[src/rtl/uc_jogo_multijogador.sv]
// Turn-based control unit for a multiplayer asteroid game: lives, turn rotation, winner detection.
// Optional per-move timeout is built when UC_JOGO_TIMEOUT_EN is defined.
module uc_jogo_multijogador #(
    parameter int N_JOGADORES    = 2,
    parameter int VIDAS_INICIAIS = 3,
    parameter int W_VIDAS        = 3,
    parameter int TIMEOUT_CICLOS = 1000
) (
    input  logic                           clock,
    input  logic                           reset,
    input  logic                           iniciar,
    input  logic                           ocorreu_jogada,
    input  logic                           ocorreu_tiro,
    input  logic                           fim_movimentacao_asteroides_e_tiros,
    input  logic                           fim_registra_tiros,
    input  logic                           perdeu_vida,
    output logic                           enable_reg_jogada,
    output logic                           reset_reg_jogada,
    output logic                           inicia_registra_tiros,
    output logic                           inicia_movimentacao_asteroides_e_tiros,
    output logic                           reset_maquinas,
    output logic                           pronto,
    output logic                           vencedor_valido,
    output logic [2:0]                     jogador_atual,
    output logic [2:0]                     vencedor,
    output logic [N_JOGADORES*W_VIDAS-1:0] vidas_jogadores,
    output logic [4:0]                     db_estado_jogo_principal
);

    if (N_JOGADORES < 1 || N_JOGADORES > 8 || W_VIDAS < 1 || TIMEOUT_CICLOS < 1) begin : g_param_invalido
        $error("uc_jogo_multijogador: parameter out of range");
    end

    typedef enum logic [3:0] {
        INICIAL          = 4'h0,
        INICIALIZA       = 4'h1,
        ESPERA_JOGADA    = 4'h2,
        REGISTRA_JOGADA  = 4'h3,
        TERMINA_MOV      = 4'h4,
        ESPERA_REG_TIROS = 4'h5,
        FIM_JOGO         = 4'h6,
        INICIA_REG_TIROS = 4'h7,
        TROCA_JOGADOR    = 4'h8,
        ERRO             = 4'hF
    } estado_t;

    estado_t              estado, prox_estado;
    logic [W_VIDAS-1:0]   vidas [8];
    logic [7:0]           vivo;
    logic [3:0]           n_vivos;
    logic                 fim;
    logic [2:0]           menor_vivo;
    logic [2:0]           prox_jogador;
    logic                 achou;
    logic [2:0]           idx;
    logic                 pode_perder;
    logic                 estourou;

    // Entries at or above N_JOGADORES are never loaded, so they always read as dead.
    always_comb begin
        vivo    = '0;
        n_vivos = '0;
        for (int i = 0; i < 8; i++) begin
            vivo[i] = (vidas[i] != '0);
            n_vivos = n_vivos + 4'(vivo[i]);
        end
        fim = (n_vivos == 4'd0) || ((N_JOGADORES > 1) && (n_vivos == 4'd1));
    end

    always_comb begin
        menor_vivo = '0;
        for (int i = 7; i >= 0; i--) begin
            if (vivo[i]) menor_vivo = 3'(i);
        end
    end

    // Cyclic scan starting after the current player; keeps the current one if nobody else lives.
    always_comb begin
        prox_jogador = jogador_atual;
        achou        = 1'b0;
        idx          = '0;
        for (int k = 1; k < N_JOGADORES; k++) begin
            idx = 3'((int'(jogador_atual) + k) % N_JOGADORES);
            if (!achou && vivo[idx]) begin
                prox_jogador = idx;
                achou        = 1'b1;
            end
        end
    end

    assign pode_perder = (estado == ESPERA_JOGADA)   || (estado == REGISTRA_JOGADA)  ||
                         (estado == TERMINA_MOV)     || (estado == ESPERA_REG_TIROS) ||
                         (estado == INICIA_REG_TIROS) || (estado == TROCA_JOGADOR);

`ifdef UC_JOGO_TIMEOUT_EN
    localparam int W_CONT = $clog2(TIMEOUT_CICLOS) + 1;
    logic [W_CONT-1:0] contador;

    // Every entry into ESPERA_JOGADA comes from another state, so the count starts at zero.
    always_ff @(posedge clock) begin
        if (reset || estado != ESPERA_JOGADA) contador <= '0;
        else                                  contador <= contador + W_CONT'(1);
    end
    assign estourou = (contador == W_CONT'(TIMEOUT_CICLOS - 1));
`else
    assign estourou = 1'b0;
`endif

    always_ff @(posedge clock) begin
        if (reset) estado <= INICIAL;
        else       estado <= prox_estado;
    end

    always_comb begin
        prox_estado = estado;
        case (estado)
            INICIAL:          if (iniciar) prox_estado = INICIALIZA;
            INICIALIZA:       prox_estado = ESPERA_JOGADA;
            ESPERA_JOGADA: begin
                if (fim)                       prox_estado = FIM_JOGO;
                else if (!vivo[jogador_atual]) prox_estado = TROCA_JOGADOR;
                else if (ocorreu_jogada)       prox_estado = REGISTRA_JOGADA;
                else if (estourou)             prox_estado = TROCA_JOGADOR;
            end
            REGISTRA_JOGADA: begin
                if (fim)               prox_estado = FIM_JOGO;
                else if (ocorreu_tiro) prox_estado = TERMINA_MOV;
                else                   prox_estado = TROCA_JOGADOR;
            end
            TERMINA_MOV:      if (fim_movimentacao_asteroides_e_tiros)
                                  prox_estado = fim ? FIM_JOGO : INICIA_REG_TIROS;
            INICIA_REG_TIROS: prox_estado = ESPERA_REG_TIROS;
            ESPERA_REG_TIROS: if (fim_registra_tiros) prox_estado = TROCA_JOGADOR;
            TROCA_JOGADOR:    prox_estado = fim ? FIM_JOGO : ESPERA_JOGADA;
            FIM_JOGO:         if (iniciar) prox_estado = INICIALIZA;
            ERRO:             prox_estado = ERRO;
            default:          prox_estado = ERRO;
        endcase
    end

    always_ff @(posedge clock) begin
        if (reset) begin
            for (int i = 0; i < 8; i++) vidas[i] <= '0;
            jogador_atual <= '0;
        end else begin
            if (estado == INICIALIZA) begin
                for (int i = 0; i < 8; i++)
                    vidas[i] <= (i < N_JOGADORES) ? W_VIDAS'(VIDAS_INICIAIS) : '0;
            end else if (perdeu_vida && pode_perder && vidas[jogador_atual] != '0) begin
                vidas[jogador_atual] <= vidas[jogador_atual] - W_VIDAS'(1);
            end
            if (estado == INICIALIZA)         jogador_atual <= '0;
            else if (estado == TROCA_JOGADOR) jogador_atual <= prox_jogador;
        end
    end

    always_comb begin
        vidas_jogadores = '0;
        for (int i = 0; i < N_JOGADORES; i++)
            vidas_jogadores[i*W_VIDAS +: W_VIDAS] = vidas[i];
    end

    always_comb begin
        enable_reg_jogada                      = 1'b0;
        reset_reg_jogada                       = 1'b0;
        inicia_registra_tiros                  = 1'b0;
        inicia_movimentacao_asteroides_e_tiros = 1'b0;
        reset_maquinas                         = 1'b0;
        pronto                                 = 1'b0;
        vencedor_valido                        = 1'b0;
        vencedor                               = '0;
        db_estado_jogo_principal               = {1'b0, estado};
        case (estado)
            INICIALIZA: begin
                reset_reg_jogada = 1'b1;
                reset_maquinas   = 1'b1;
            end
            ESPERA_JOGADA:    inicia_movimentacao_asteroides_e_tiros = 1'b1;
            REGISTRA_JOGADA:  enable_reg_jogada = 1'b1;
            INICIA_REG_TIROS: inicia_registra_tiros = 1'b1;
            FIM_JOGO: begin
                pronto           = 1'b1;
                reset_reg_jogada = 1'b1;
                reset_maquinas   = 1'b1;
                if (n_vivos == 4'd1) begin
                    vencedor_valido = 1'b1;
                    vencedor        = menor_vivo;
                end
            end
            default: ;
        endcase
    end

endmodule

[config.mk]
export PLATFORM = sky130hd
export DESIGN_NAME = uc_jogo_multijogador
export DESIGN_NICKNAME = d
export VERILOG_FILES = /design/src/rtl/uc_jogo_multijogador.sv
export SDC_FILE = /design/constraint.sdc
export NUM_CORES = 1
export LEC_CHECK = 0
export ABC_AREA = 1
export CAP_MARGIN = 20
export CORE_MARGIN = 2
export CORE_UTILIZATION = 48
export CTS_CLUSTER_SIZE = 12
export DETAILED_ROUTE_END_ITERATION = 7
export GPL_ROUTABILITY_DRIVEN = 0
export GPL_TIMING_DRIVEN = 1
export HOLD_SLACK_MARGIN = 0.08
export PLACE_DENSITY = 0.8
export SYNTH_ARGS = -nofsm -noshare
export SYNTH_HDL_FRONTEND = slang
export SYNTH_SLANG_ARGS = --single-unit
[constraint.sdc]
create_clock -name clock -period 3.6 [get_ports clock]
set_clock_uncertainty 0.05 [all_clocks]
set_input_delay 0.36 -clock clock [delete_from_list [all_inputs] [get_ports clock]]
set_output_delay 0.36 -clock clock [all_outputs]
set_load 0.01 [all_outputs]
**Word level (Yosys, flattened, before mapping)**

Memory sizes are Yosys's and may differ from the RTL's. A register that Yosys moved wholly into a read port is not among the register bits.
Index checks and enable logic that the tools add are counted.

- Add/subtract/negate cells: 9
- Multiply operators: 0
- Div/mod/pow operators: 0
- $lt $le $gt $ge: 2
- Equal/unequal tests: 13
- Shift operators: 0
- Mux-type cells: 54
- Bitwise logic cells: 9
- Reductions and logical operators: 25

Operators with widths:

| cell | count |
|---|---|
| $mux W3 | 23 |
| $mux W4 | 8 |
| $pmux W4 S8 | 1 |
| $reduce_bool A3 Y1 | 9 |
| $mux W1 | 20 |
| $add A4 B1 Y4 | 4 |
| $eq A4 B3 Y1 const B | 4 |
| $eq A4 B1 Y1 const B | 2 |
| $eq A4 B2 Y1 const B | 2 |
| $logic_not A4 Y1 | 2 |
| $lt A3 B4 Y1 const B | 2 |
| $or A1 B1 Y1 | 8 |
| $logic_or A1 B1 Y1 | 6 |
| $reduce_or A2 Y1 | 3 |
| $add A3 B1 Y4 | 1 |
| $eq A4 B4 Y1 const B | 1 |
| $ne A2 B2 Y1 const B | 2 |
| $ne A4 B4 Y1 const B | 1 |
| $reduce_and A4 Y1 | 1 |
| $add A2 B1 Y3 | 1 |
| $bmux W1 S3 | 1 |
| $reduce_or A3 Y1 | 1 |
| $sub A3 B1 Y3 const B | 1 |
| $add A1 B1 Y2 | 1 |
| 6 further kinds | 7 |

- Flip-flop bits (word level): 6
- Bits in latches: 0
- RAM bits: 24
- ROM bits: 0
- Input bits: 8
- Output and inout bits: 24
- Word-level logic and storage cells: 115
- Memories kept: 1

Memories:

| memory | depth | width | rd ports | clocked after Yosys merged registers in | write ports | line | RTL |
|---|---|---|---|---|---|---|---|
| vidas | 8 | 3 | 9 | 1 | 8 | 48 | `logic [W_VIDAS-1:0] vidas [8];` |

**Logic depth before layout (Yosys ltp)**

- Word-level depth: 14
- Gate-level depth with buffers: 10

**Worst setup path before layout**

OpenSTA, ideal clock, no wires.

- Path kind: register -> register
- Start: mem vidas[1][0]
- End: mem vidas[1][0] (enable)
- Library setup time: 302 ps
- Arrival time: 1,425 ps
- Setup slack: 1,823 ps
- Stages on the path, launching flop included: 9
- Buffers on the path: 0
- Clock period less this slack: 1,777 ps
- Cells stage by stage: edfxtp_1 -> inv_1 -> nand2_1 -> o21ai_0 -> ha_1 -> ha_1 -> nor3_4 -> nand3_2 -> nand2_1

RTL lines:

| element | line |
|---|---|
| from (decl) | 48 |

==> reports/qor.yml <==
antenna_found_initial: 0
min_path_type: "register to register"
critPathKind: "register to output pin"
drcViolationCount: 0
io_pins: 32
crit_chain: "nor2_1, nand2_1, ha_1, nor2_1, clkdlybuf4s50_1"
finalSetupViolCount: 0
ff_latch_area_sq_um: 300
r2r-end: "vidas[1][2]$_SDFFCE_PN0P_"
synthAdderAreaFrac: 0.0520
area_growth_pct: 31.2
cellLeakagePower_nw: 0.598
crit_top_cell: "nor2_1"
drtIter0Drc: 27
multi_input_area_sq_um: 538
first_global_vias: 890
cpLargestDelayFamily: "buffers and inverters"
drive_gt1_frac: 0.116
ir_drop_mv: 0.404
finalWorstSetupSlack_ps: 1270
clock_latency_ps: 280
clk_pin_slew_worst_paths_ps: 90
preCtsSetupSlack_ps: 1590
slowest_stage: "clkdlybuf4s50_1"
die_w_um: 48.8
core_sq_um: 1920
critPathBufInv: 1
rr_startpoint: "vidas[1][0]$_DFFE_PP_"
cts_sinks: 12
start_kind: "register"
routed_wirelength_um: 2220
worst_setup_path_end_kind: "output pin"
synth-edff-count: 6
vias: 960
cts_resized: 0
avgSynthCellArea_sq_um: 6.68
detail-route-antenna-nets: 0
path_max_fanout: 4
reg2reg_depth: 8
hold_start: "jogador_atual[0]$_SDFFE_PP0P_"
synth_compound_area_frac: 0.0689
drtPass1Iterations: 4
die_area_sq_um: 2380
synth_flop_cell: "edfxtp_1"
cap_viol_max_count: 0
cts_hold_buf: 0
worstPathRequired_ps: 3190
fillCellCount: 172
hold_end: "jogador_atual[0]$_SDFFE_PP0P_"
async_reset_ff_frac: 0
grt_pass1_wl_um: 3830
num_rows: 16
worst-r2r-setup-slack_ps: 1710
synth_top_family_by_area: "simple AND/OR/NAND/NOR gates"
yosysWarnings: 0
grt_start_max_net_pins: 9
slowest_delay_ps: 540
layout.nets: 185
synth-seq-cells: 12
start_util: 0.501
final_util: 0.657
status: "finished clean"
h-tree-depth: 1
synth.distinct_cells: 23
vias_per_cell: 4.82
root_buffer: "clkbuf_4"
cts_buffers: 3
overflow: 0
cts_tree: "yes"
finalSetupTns_ps: 0
cts_buffer_depth: 2
grt_usage: 0.208
post-cts-setup-buffers: 0
rsz0062_at_grt: "no"
synthMuxAreaShare: 0
diodes: 0
dpl.hpwl_um: 1870
cp.arrival_ps: 1920
port_buffers: 26
syn_area_sq_um: 962
ys_seq_area_frac: 0.312
hold_viol: 0
min_period_ps: 2330
wl_per_cell_um: 11.2
finalMaxSlewViolations: 0
synth_xor_area_frac: 0
yosys.area_share.simple: 0.419
powerDensity_nw_per_um2: 707
hold_depth: 2
min_period_over_period: 0.646
die_y_um: 48.8
synth_cells: 144
fmax_ghz: 0.430
routing by layer:
layer	global-route usage	up-vias	share of wire
met2	0.324	36	0.47
met1	0.276	422	0.44
met3	0.0491	2	0.071
met5	0	-	0
met4	0.0857	0	0.0090
li1	-	500	-
layout make-up:
cell class              count  share of cell area
multi-input cells         105               0.426
flip-flops and latches     12               0.238
repair buffers             26               0.206
inverters                  25              0.0743
clock buffers               4              0.0287
well taps                  27              0.0268
registers in the layout, indices dropped and copies added, names as in the netlist, named ones only:
signal         count
estado             4
jogador_atual      1
vidas              6
where the power goes:
| part | leakage (nW) | internal, mW | switching [mW] | total (mW) |
|---|---|---|---|---|
| combinational | 0.464 | 0.234 | 0.322 | 0.555 |
| clock | 0.0210 | 0.0615 | 0.0476 | 0.109 |
| sequential | 0.112 | 0.190 | 0.0377 | 0.228 |
worst max-delay path by stage:
stage                                startpoint                     to  cells after the start
after floorplan           vidas[1][0]$_DFFE_PP_  vidas[1][0]$_DFFE_PP_                      8
after global placement    vidas[1][0]$_DFFE_PP_        vencedor_valido                      5
after detailed placement  vidas[1][0]$_DFFE_PP_        vencedor_valido                      5
after CTS                 vidas[1][0]$_DFFE_PP_        vencedor_valido                      5
after global routing      vidas[1][0]$_DFFE_PP_        vencedor_valido                      5
final                     vidas[1][0]$_DFFE_PP_        vencedor_valido                      5
cells by family after synthesis:
family / after synthesis
simple gates: 83
other cells: 1
fa+ha+maj: 4
compound gates: 13
buf+inv: 31
flops: 12
synth_stat cells, types with 2 or more instances:
master,number,area (sq um)
a21oi_1,3,15.0
nand2_2,5,31.3
nor2_2,3,18.8
edfxtp_1,6,180
nand3_1,7,35.0
ha_1,4,50.1
o21ai_0,8,40.0
inv_1,23,86.3
nor2_1,21,78.8
buf_4,6,45.0
dfxtp_1,6,120
inv_2,2,7.51
nand3_2,3,30.0
nand4_1,3,18.8
nor3_1,6,30.0
nand2_1,31,116
layout by cell type (no fill, tap or decap), drive strengths merged:
master         Yosys  routed
nand2             36      36
clkdlybuf4s50      0      26
inv               25      25
nor2              25      25
nand3             10      10
o21ai              9       9
nor3               7       7
dfxtp              6       6
edfxtp             6       6
conb               1       5
ha                 4       4
clkbuf             0       4
a21oi              3       3
nand4              3       3
o22ai              1       1
or2                1       1
nand3b             1       1
through the flow:
stage	area, sq um	power (mW)	hold slack (ps)	instances
after floorplan	977	0.597	389	148
after global placement	1230	0.774	583	195
after detailed placement	1230	0.783	583	195
after CTS	1260	0.895	597	199
after global routing	1260	0.977	629	199
final	1260	0.893	615	199
worst min-delay path, stage by stage, from the launching register on:
cell and delay, ps:
dfxtp_1 380, a21oi_1 180, nor3_1 60
No activity file was read; power rests on OpenSTA's default activity.
